--- config.mk ---
export PLATFORM = sky130hd
export DESIGN_NAME = vote_button_arbiter
export DESIGN_NICKNAME = d
export VERILOG_FILES = /design/src/rtl/vote_button_arbiter.sv
export SDC_FILE = /design/constraint.sdc
export NUM_CORES = 1
export LEC_CHECK = 0
export ABC_AREA = 1
export CAP_MARGIN = 20
export CORE_MARGIN = 1.5
export CORE_UTILIZATION = 35
export CTS_CLUSTER_SIZE = 20
export DETAILED_ROUTE_END_ITERATION = 10
export GPL_ROUTABILITY_DRIVEN = 0
export SLEW_MARGIN = 20
export SYNTH_ARGS = -nofsm -noshare
export SYNTH_HDL_FRONTEND = slang
export SYNTH_SLANG_ARGS = --single-unit
--- constraint.sdc ---
create_clock -name clk -period 2.79 [get_ports clk]
set_input_delay 0.558 -clock clk [delete_from_list [all_inputs] [get_ports clk]]
set_output_delay 0.558 -clock clk [all_outputs]
set_load 0.01 [all_outputs]
--- src/rtl/vote_button_arbiter.sv ---
`default_nettype none
// ============================================================================
// Module      : vote_button_arbiter
// Description : Debounced single-vote button arbiter with multi-press
//               conflict rejection and post-release lockout.
//               Optional input synchroniser: define VOTE_BUTTON_SYNC_EN.
// Revision    : 1.0 - initial release
// ============================================================================
module vote_button_arbiter #(
    parameter int N_CH           = 4,
    parameter int HOLD_CYCLES    = 5,
    parameter int LOCKOUT_CYCLES = 2,
    localparam int CH_W  = (N_CH > 1) ? $clog2(N_CH) : 1,
    localparam int CNT_W = $clog2(((HOLD_CYCLES > LOCKOUT_CYCLES) ?
                                   HOLD_CYCLES : LOCKOUT_CYCLES) + 1)
) (
    input  logic            clk,
    input  logic            rst,
    input  logic [N_CH-1:0] button,
    output logic            valid_vote,
    output logic [CH_W-1:0] vote_ch,
    output logic [N_CH-1:0] vote_onehot,
    output logic            conflict,
    output logic            busy
);

    localparam logic [1:0]      c_idle     = 2'd0;
    localparam logic [1:0]      c_count    = 2'd1;
    localparam logic [1:0]      c_wait_rel = 2'd2;
    localparam logic [1:0]      c_lock     = 2'd3;
    localparam logic [N_CH-1:0] c_one      = N_CH'(1);
    localparam logic [CNT_W:0]  c_hold     = (CNT_W+1)'(HOLD_CYCLES);
    localparam logic [CNT_W:0]  c_lockout  = (CNT_W+1)'(LOCKOUT_CYCLES);

    logic [N_CH-1:0] w_s;

`ifdef VOTE_BUTTON_SYNC_EN
    logic [N_CH-1:0] r_sync1;
    logic [N_CH-1:0] r_sync2;

    always_ff @(posedge clk) begin
        if (rst) begin
            r_sync1 <= '0;
            r_sync2 <= '0;
        end else begin
            r_sync1 <= button;
            r_sync2 <= r_sync1;
        end
    end

    assign w_s = r_sync2;
`else
    assign w_s = button;
`endif

    logic [1:0]      r_state;
    logic [CNT_W-1:0] r_cnt;
    logic [CH_W-1:0] r_ch;
    logic            r_valid;
    logic [CH_W-1:0] r_vote_ch;
    logic [N_CH-1:0] r_onehot;
    logic            r_conflict;
    logic            r_busy;

    logic            w_any;
    logic            w_single;
    logic [CH_W-1:0] w_idx;
    logic [N_CH-1:0] w_latched;
    logic [CNT_W:0]  w_cnt_inc;

    // Index encoder is only meaningful when w_s is one-hot.
    always_comb begin
        w_idx = '0;
        for (int i = 0; i < N_CH; i++) begin
            if (w_s[i]) w_idx = CH_W'(i);
        end
    end

    assign w_any     = |w_s;
    assign w_single  = w_any && ((w_s & (w_s - c_one)) == '0);
    assign w_latched = c_one << r_ch;
    assign w_cnt_inc = {1'b0, r_cnt} + (CNT_W+1)'(1);

    always_ff @(posedge clk) begin
        if (rst) begin
            r_state    <= c_idle;
            r_cnt      <= '0;
            r_ch       <= '0;
            r_valid    <= 1'b0;
            r_vote_ch  <= '0;
            r_onehot   <= '0;
            r_conflict <= 1'b0;
            r_busy     <= 1'b0;
        end else begin
            r_valid    <= 1'b0;
            r_vote_ch  <= '0;
            r_onehot   <= '0;
            r_conflict <= 1'b0;
            case (r_state)
                c_idle: begin
                    if (w_single) begin
                        r_ch   <= w_idx;
                        r_busy <= 1'b1;
                        if (HOLD_CYCLES == 1) begin
                            r_valid   <= 1'b1;
                            r_vote_ch <= w_idx;
                            r_onehot  <= w_s;
                            r_cnt     <= '0;
                            r_state   <= c_wait_rel;
                        end else begin
                            r_cnt   <= CNT_W'(1);
                            r_state <= c_count;
                        end
                    end else if (w_any) begin
                        r_conflict <= 1'b1;
                        r_busy     <= 1'b1;
                        r_state    <= c_wait_rel;
                    end
                end
                c_count: begin
                    if (w_s == w_latched) begin
                        if (w_cnt_inc == c_hold) begin
                            r_valid   <= 1'b1;
                            r_vote_ch <= r_ch;
                            r_onehot  <= w_latched;
                            r_cnt     <= '0;
                            r_state   <= c_wait_rel;
                        end else begin
                            r_cnt <= w_cnt_inc[CNT_W-1:0];
                        end
                    end else if (!w_any) begin
                        r_cnt   <= '0;
                        r_busy  <= 1'b0;
                        r_state <= c_idle;
                    end else begin
                        r_conflict <= 1'b1;
                        r_cnt      <= '0;
                        r_state    <= c_wait_rel;
                    end
                end
                c_wait_rel: begin
                    if (!w_any) begin
                        r_cnt <= '0;
                        if (LOCKOUT_CYCLES > 0) begin
                            r_state <= c_lock;
                        end else begin
                            r_busy  <= 1'b0;
                            r_state <= c_idle;
                        end
                    end
                end
                c_lock: begin
                    // Buttons are ignored here; a press still held at exit is seen fresh in idle.
                    if (w_cnt_inc == c_lockout) begin
                        r_cnt   <= '0;
                        r_busy  <= 1'b0;
                        r_state <= c_idle;
                    end else begin
                        r_cnt <= w_cnt_inc[CNT_W-1:0];
                    end
                end
                default: begin
                    r_cnt   <= '0;
                    r_busy  <= 1'b0;
                    r_state <= c_idle;
                end
            endcase
        end
    end

    assign valid_vote  = r_valid;
    assign vote_ch     = r_vote_ch;
    assign vote_onehot = r_onehot;
    assign conflict    = r_conflict;
    assign busy        = r_busy;

endmodule
`default_nettype wire

==> flow_metrics.env, run 1 <==
export IMPL_coreArea_um2=2250
export IMPL_io_buffer_count=14
export IMPL_drtAntennaViolNets=0
export IMPL_layout_drive_gt1_share_pct=9.93
export IMPL_hold_class="flop to flop"
export IMPL_antenna_cells=0
export IMPL_ctsRootBufferMaster="clkbuf_4"
export IMPL_drt_pass1_iterations=4
export IMPL_syn_inst=123
export IMPL_tightestPinTransition_ps=411
export IMPL_clk_path_buf_depth=2
export IMPL_relSlewSlack_pct=72.5
export IMPL_clock_fmax_ghz=0.532
export IMPL_die_y_um=52.2
export IMPL_syn_nets=132
export IMPL_cp_required_ps=2970
export IMPL_track_usage_pct=14.4
export IMPL_grt_pass1_vias=712
export IMPL_antenna_found_initial=0
export IMPL_status="finished, final reports clean"
export IMPL_p_leak_nw=0.501
export IMPL_routed_via_density=4.80
export IMPL_synth_seq_area_share_pct=37.8
export IMPL_wire_per_inst_um=9.68
export IMPL_ys_warn_count=0
export IMPL_vias=811
export IMPL_wl_um=1640
export IMPL_first_iter_violations=19
export IMPL_cts_hold_buf=0
export IMPL_grt_pass1_wl_um=2940
export IMPL_fin_util_pct=47.0
export IMPL_cts_max_level=1
export IMPL_syn_avg_cell_area_um2=6.90
export IMPL_drc_errors=0
export IMPL_cts_tree="built"
export IMPL_fin_worst_skew_ps=0.289
export IMPL_final_max_slew_viol_count=0
export IMPL_syn_area_um2=848
export IMPL_overflow=0
export IMPL_die_w_um=52.2
export IMPL_fin_crit_ps=1880
export IMPL_finalWorstSetupSlack_ps=909
export IMPL_min_delay_start="busy"
export IMPL_post_route_period_util_pct=67.4
export IMPL_grt_max_degree=10
export IMPL_path_max_fanout=5
export IMPL_synth_seq_cells=16
export IMPL_clock_sinks=16
export IMPL_clk_insertion_delay_late_ps=280
export IMPL_ir_worst_vdd_mv=0.290
export IMPL_num_rows=17
export IMPL_setup_violations=0
export IMPL_cp_startpoint="button[3]"
export IMPL_clkTransAtPathRegs_ps=90
export IMPL_synth_cell_types=18
export IMPL_num_io_pins=15
export IMPL_worstSetupEndpointType="flop"
export IMPL_post_cts_setup_buffer_count=0
export IMPL_r2r_start="r_cnt[0]"
export IMPL_layout_nets=151
export IMPL_hold_viol_final=0
export IMPL_dp_slack_ps=616
export IMPL_cap_violations=0
export IMPL_power_density_nw_per_um2=717
export IMPL_critPathKind="input pin to flop"
export IMPL_setup_tns_ps=0
export IMPL_cp_arrival_ps=2060
export IMPL_synthToLayoutAreaGrowth_pct=24.9
export IMPL_finalPower_mw=0.760
export IMPL_cts_buffers=3
export IMPL_initial_core_util_pct=37.6
export IMPL_die_area_um2=2730
export IMPL_post_dp_hpwl_um=1310
export IMPL_cts_resized=0
export IMPL_start_kind="input pin"
export IMPL_rsz0062_at_grt="no"
==> where the power goes <==
group          total (mW)  switching [mW]  leakage (nW)  internal [mW]
logic               0.302           0.184         0.350          0.118
clock network       0.154          0.0750        0.0210         0.0794
registers           0.304          0.0382         0.131          0.266
total               0.760           0.297         0.501          0.463
==> cell usage in the layout (no fill, tap or decap), drive strengths merged <==
| cell | netlist | final |
|---|---|---|
| or2 | 1 | 1 |
| o21ai | 4 | 4 |
| nor2 | 16 | 16 |
| nand4 | 4 | 4 |
| a21oi | 7 | 7 |
| nand2 | 33 | 33 |
| o211ai | 2 | 2 |
| clkdlybuf4s50 | 0 | 14 |
| clkbuf | 0 | 4 |
| ha | 3 | 3 |
| nand3 | 14 | 14 |
| o21a | 1 | 1 |
| nor3 | 2 | 2 |
| dfxtp | 16 | 16 |
| inv | 19 | 19 |
| xor2 | 1 | 1 |
==> metrics by stage <==
step           instances  hold WS (ps)  area [um2]
2_1_floorplan        123           478         848
3_3_place_gp         165           464        1020
3_5_place_dp         165           472        1020
4_1_cts              169           488        1060
5_1_grt              169           516        1060
6_report             169           482        1060
==> critical path, cell delays in order <==
cell and delay, ps:
clkdlybuf4s50_1 450, nor2_1 240, nand2_1 130, nand2_1 120
a21oi_1 90, or2_2 290, a21oi_1 130, nor2_1 50
==> flip-flops by register name, summed over array words and instances (netlist names) <==
register     flops
vote_onehot      4
r_state          2
vote_ch          2
busy             1
r_cnt            3
conflict         1
r_ch             2
valid_vote       1
==> cell type report <==
class,count,area [um2]
clock buffer,4,36.3
inverter,19,71.3
multi-input combinational,88,457
sequential,16,320
tap,28,35.0
fill,235,1190
timing repair buffer,14,140
==> worst paths after layout <==
kind | slack [ps] | cells after the start | end
setup reg to reg | 1150 | 7 | r_state[1]
hold reg to reg | 480 | 2 | busy
setup / recovery | 910 | 8 | r_state[0]
hold / removal | 480 | 2 | busy
==> cell usage after synthesis <==
cell,number,share of area (%)
inv_1,17,7.5
nand2_1,30,13
nand2_2,2,1.5
nand2_4,1,1.3
a21oi_1,7,4.1
nor2_1,14,6.2
o21a_1,1,0.89
or2_2,1,0.74
nor2_4,2,2.7
nor3_2,2,2.4
xor2_1,1,1.0
nand4_1,4,2.9
dfxtp_1,16,38
o211ai_1,2,1.8
ha_1,3,4.4
inv_2,2,0.89
o21ai_0,4,2.4
nand3_1,14,8.3
==> layer usage <==
metal  global-route usage, %  vias to the layer above  routed length, um
met5                       0                        -                  0
met4                    6.41                        0                 21
met3                    3.71                        4                 66
met2                    24.1                       15                747
met1                    17.4                      357                800
li1                        -                      435                  -
==> cells by family after synthesis <==
family                   synth area share (%)
XOR/XNOR                                 1.03
adder cells (fa/ha/maj)                  4.43
AND/OR/NAND/NOR                          39.2
flip-flops                               37.8
buffers and inverters                    8.41
AO/OA/AOI/OAI                            9.14
Power figures use the tool's default switching activity.
==> run 2, diff against run 1 <==
==> constraint.sdc (replaced) <==
create_clock -name clk -period 1.9 [get_ports clk]
set_input_delay 0.38 -clock clk [delete_from_list [all_inputs] [get_ports clk]]
set_output_delay 0.38 -clock clk [all_outputs]
set_load 0.01 [all_outputs]
==> run 2 against run 1 <==
Against the previous run:
- die area did not move
- combinational power grew 54%
- first-iteration DRC count decreased by 21%
==> flow_metrics.env, run 2 (synthesis gave the netlist of run 1 again) <==
export IMPL_status="finished, final reports clean"
export IMPL_clk_insertion_delay_late_ps=280
export IMPL_cts_max_level=1
export IMPL_die_y_um=52.2
export IMPL_clock_sinks=16
export IMPL_cts_buffers=3
export IMPL_final_max_slew_viol_count=0
export IMPL_fillers=236
export IMPL_die_w_um=52.2
export IMPL_track_usage_pct=14.0
export IMPL_die_area_um2=2730
export IMPL_post_route_period_util_pct=86.8
export IMPL_p_int_mw=0.702
export IMPL_num_io_pins=15
export IMPL_p_leak_nw=0.511
export IMPL_clkPwrFrac_pct=20.0
export IMPL_clk_path_buf_depth=2
export IMPL_relSlewSlack_pct=73.6
export IMPL_routed_via_density=4.74
export IMPL_post_cts_setup_buffer_count=0
export IMPL_wl_um=1690
export IMPL_antenna_cells=0
export IMPL_grtUsageMet3_pct=2.57
export IMPL_clock_fmax_ghz=0.606
export IMPL_critPathKind="input pin to flop"
export IMPL_initial_core_util_pct=37.6
export IMPL_path_max_fanout=4
export IMPL_netSwitchingFraction_pct=38.4
export IMPL_met2_usage_pct=24.5
export IMPL_overflow=0
export IMPL_vias=810
export IMPL_ir_worst_vdd_mv=0.458
export IMPL_busiest_layer="met2"
export IMPL_coreArea_um2=2250
export IMPL_setup_violations=0
export IMPL_cts_tree="built"
export IMPL_start_kind="input pin"
export IMPL_post_dp_hpwl_um=1380
export IMPL_ctsRootBufferMaster="clkbuf_4"
export IMPL_num_rows=17
export IMPL_tightestPinTransition_ps=395
export IMPL_rsz0062_at_grt="no"
export IMPL_place_area_um2=1040
export IMPL_final_area_um2=1070
export IMPL_drc_errors=0
export IMPL_setup_tns_ps=0
export IMPL_io_buffer_count=14
export IMPL_final_common_cell="nand2_1"
export IMPL_reg2reg_setup_slack_ps=270
export IMPL_hold_class="flop to flop"
export IMPL_power_switching_mw=0.438
export IMPL_synthToLayoutAreaGrowth_pct=26.7
export IMPL_power_frac_seq_pct=39.1
export IMPL_power_density_nw_per_um2=1060
export IMPL_grt_max_degree=10
export IMPL_pwr_share_comb_pct=40.9
export IMPL_layout_drive_gt1_share_pct=11.2
export IMPL_wire_per_inst_um=9.88
export IMPL_final_cell_mix="nand2_1 (30), inv_1 (17), dfxtp_1 (16)"
export IMPL_largest_reg_flops=4
export IMPL_drt_pass1_iterations=4
export IMPL_hold_viol_final=0
export IMPL_antenna_found_initial=0
export IMPL_worstSetupEndpointType="flop"
export IMPL_cts_resized=0
export IMPL_whs_ps=472
export IMPL_drtAntennaViolNets=0
export IMPL_clkTransAtPathRegs_ps=100
export IMPL_cap_violations=0
export IMPL_fin_crit_ps=1650
export IMPL_fin_util_pct=47.7
export IMPL_cp_required_ps=2080
export IMPL_first_iter_violations=15
export IMPL_grt_pass1_wl_um=2860
export IMPL_cp_arrival_ps=1830
export IMPL_layout_nets=153
export IMPL_cts_hold_buf=0
export IMPL_gr_usage_met1_pct=16.3
export IMPL_grt_pass1_vias=727
export IMPL_fin_worst_skew_ps=0.822
run 2: power groups by stage:
stage	logic, mW	registers [mW]	clock network (mW)
4_1_cts	0.470	0.447	0.231
3_3_place_gp	0.471	0.452	0
3_5_place_dp	0.469	0.454	0
5_1_grt	0.542	0.455	0.250
2_1_floorplan	0.321	0.450	0
6_report	0.466	0.446	0.228
run 2: layout make-up:
cell class | instances | area, um2 | share of cell area (%)
multi-input cells | 88 | 457 | 42.5
flip-flops and latches | 16 | 320 | 29.8
repair buffers | 16 | 155 | 14.4
inverters | 19 | 71.3 | 6.64
clock buffers | 4 | 36.3 | 3.38
well taps | 28 | 35.0 | 3.26
run 2: path summary, 6_finish.rpt:
check | start | endpoint | depth (start not counted)
setup / recovery | button[3] | r_state[0] | 8
setup reg to reg | r_cnt[0] | r_state[1] | 7
hold / removal | busy | busy | 2
hold reg to reg | busy | busy | 2
run 2: metal layers:
layer  part of all wire [%]  wire length [um]
met4                    1.9                32
met2                     47               798
met1                     47               792
met5                      0                 0
met3                    4.0                67
run 2: worst max-delay path: stages:
cell	delay [ps]
clkdlybuf4s50_1	450
nor2_1	240
nand2_1	130
nand2_1	100
a21oi_1	60
or2_2	280
a21oi_1	120
nor2_1	60
run 2: metrics by stage:
step | power [mW] | setup slack, ps | std cells
final | 1.14 | 251 | 171
after global routing | 1.25 | 83.9 | 171
after CTS | 1.15 | 271 | 171
after detailed placement | 0.923 | -34.9 | 167
after global placement | 0.923 | 28.1 | 167
after floorplan | 0.771 | 485 | 123
==> run 3, diff against run 2 <==
--- a/config.mk
+++ b/config.mk
@@ -9,6 +9,7 @@
 export CAP_MARGIN = 20
 export CORE_MARGIN = 1.5
 export CORE_UTILIZATION = 35
+export CTS_CLUSTER_DIAMETER = 80
 export CTS_CLUSTER_SIZE = 20
 export DETAILED_ROUTE_END_ITERATION = 10
 export GPL_ROUTABILITY_DRIVEN = 0
==> results of run 3 <==
Same layout as run 2: the final DEF is identical, and so are final timing and power.
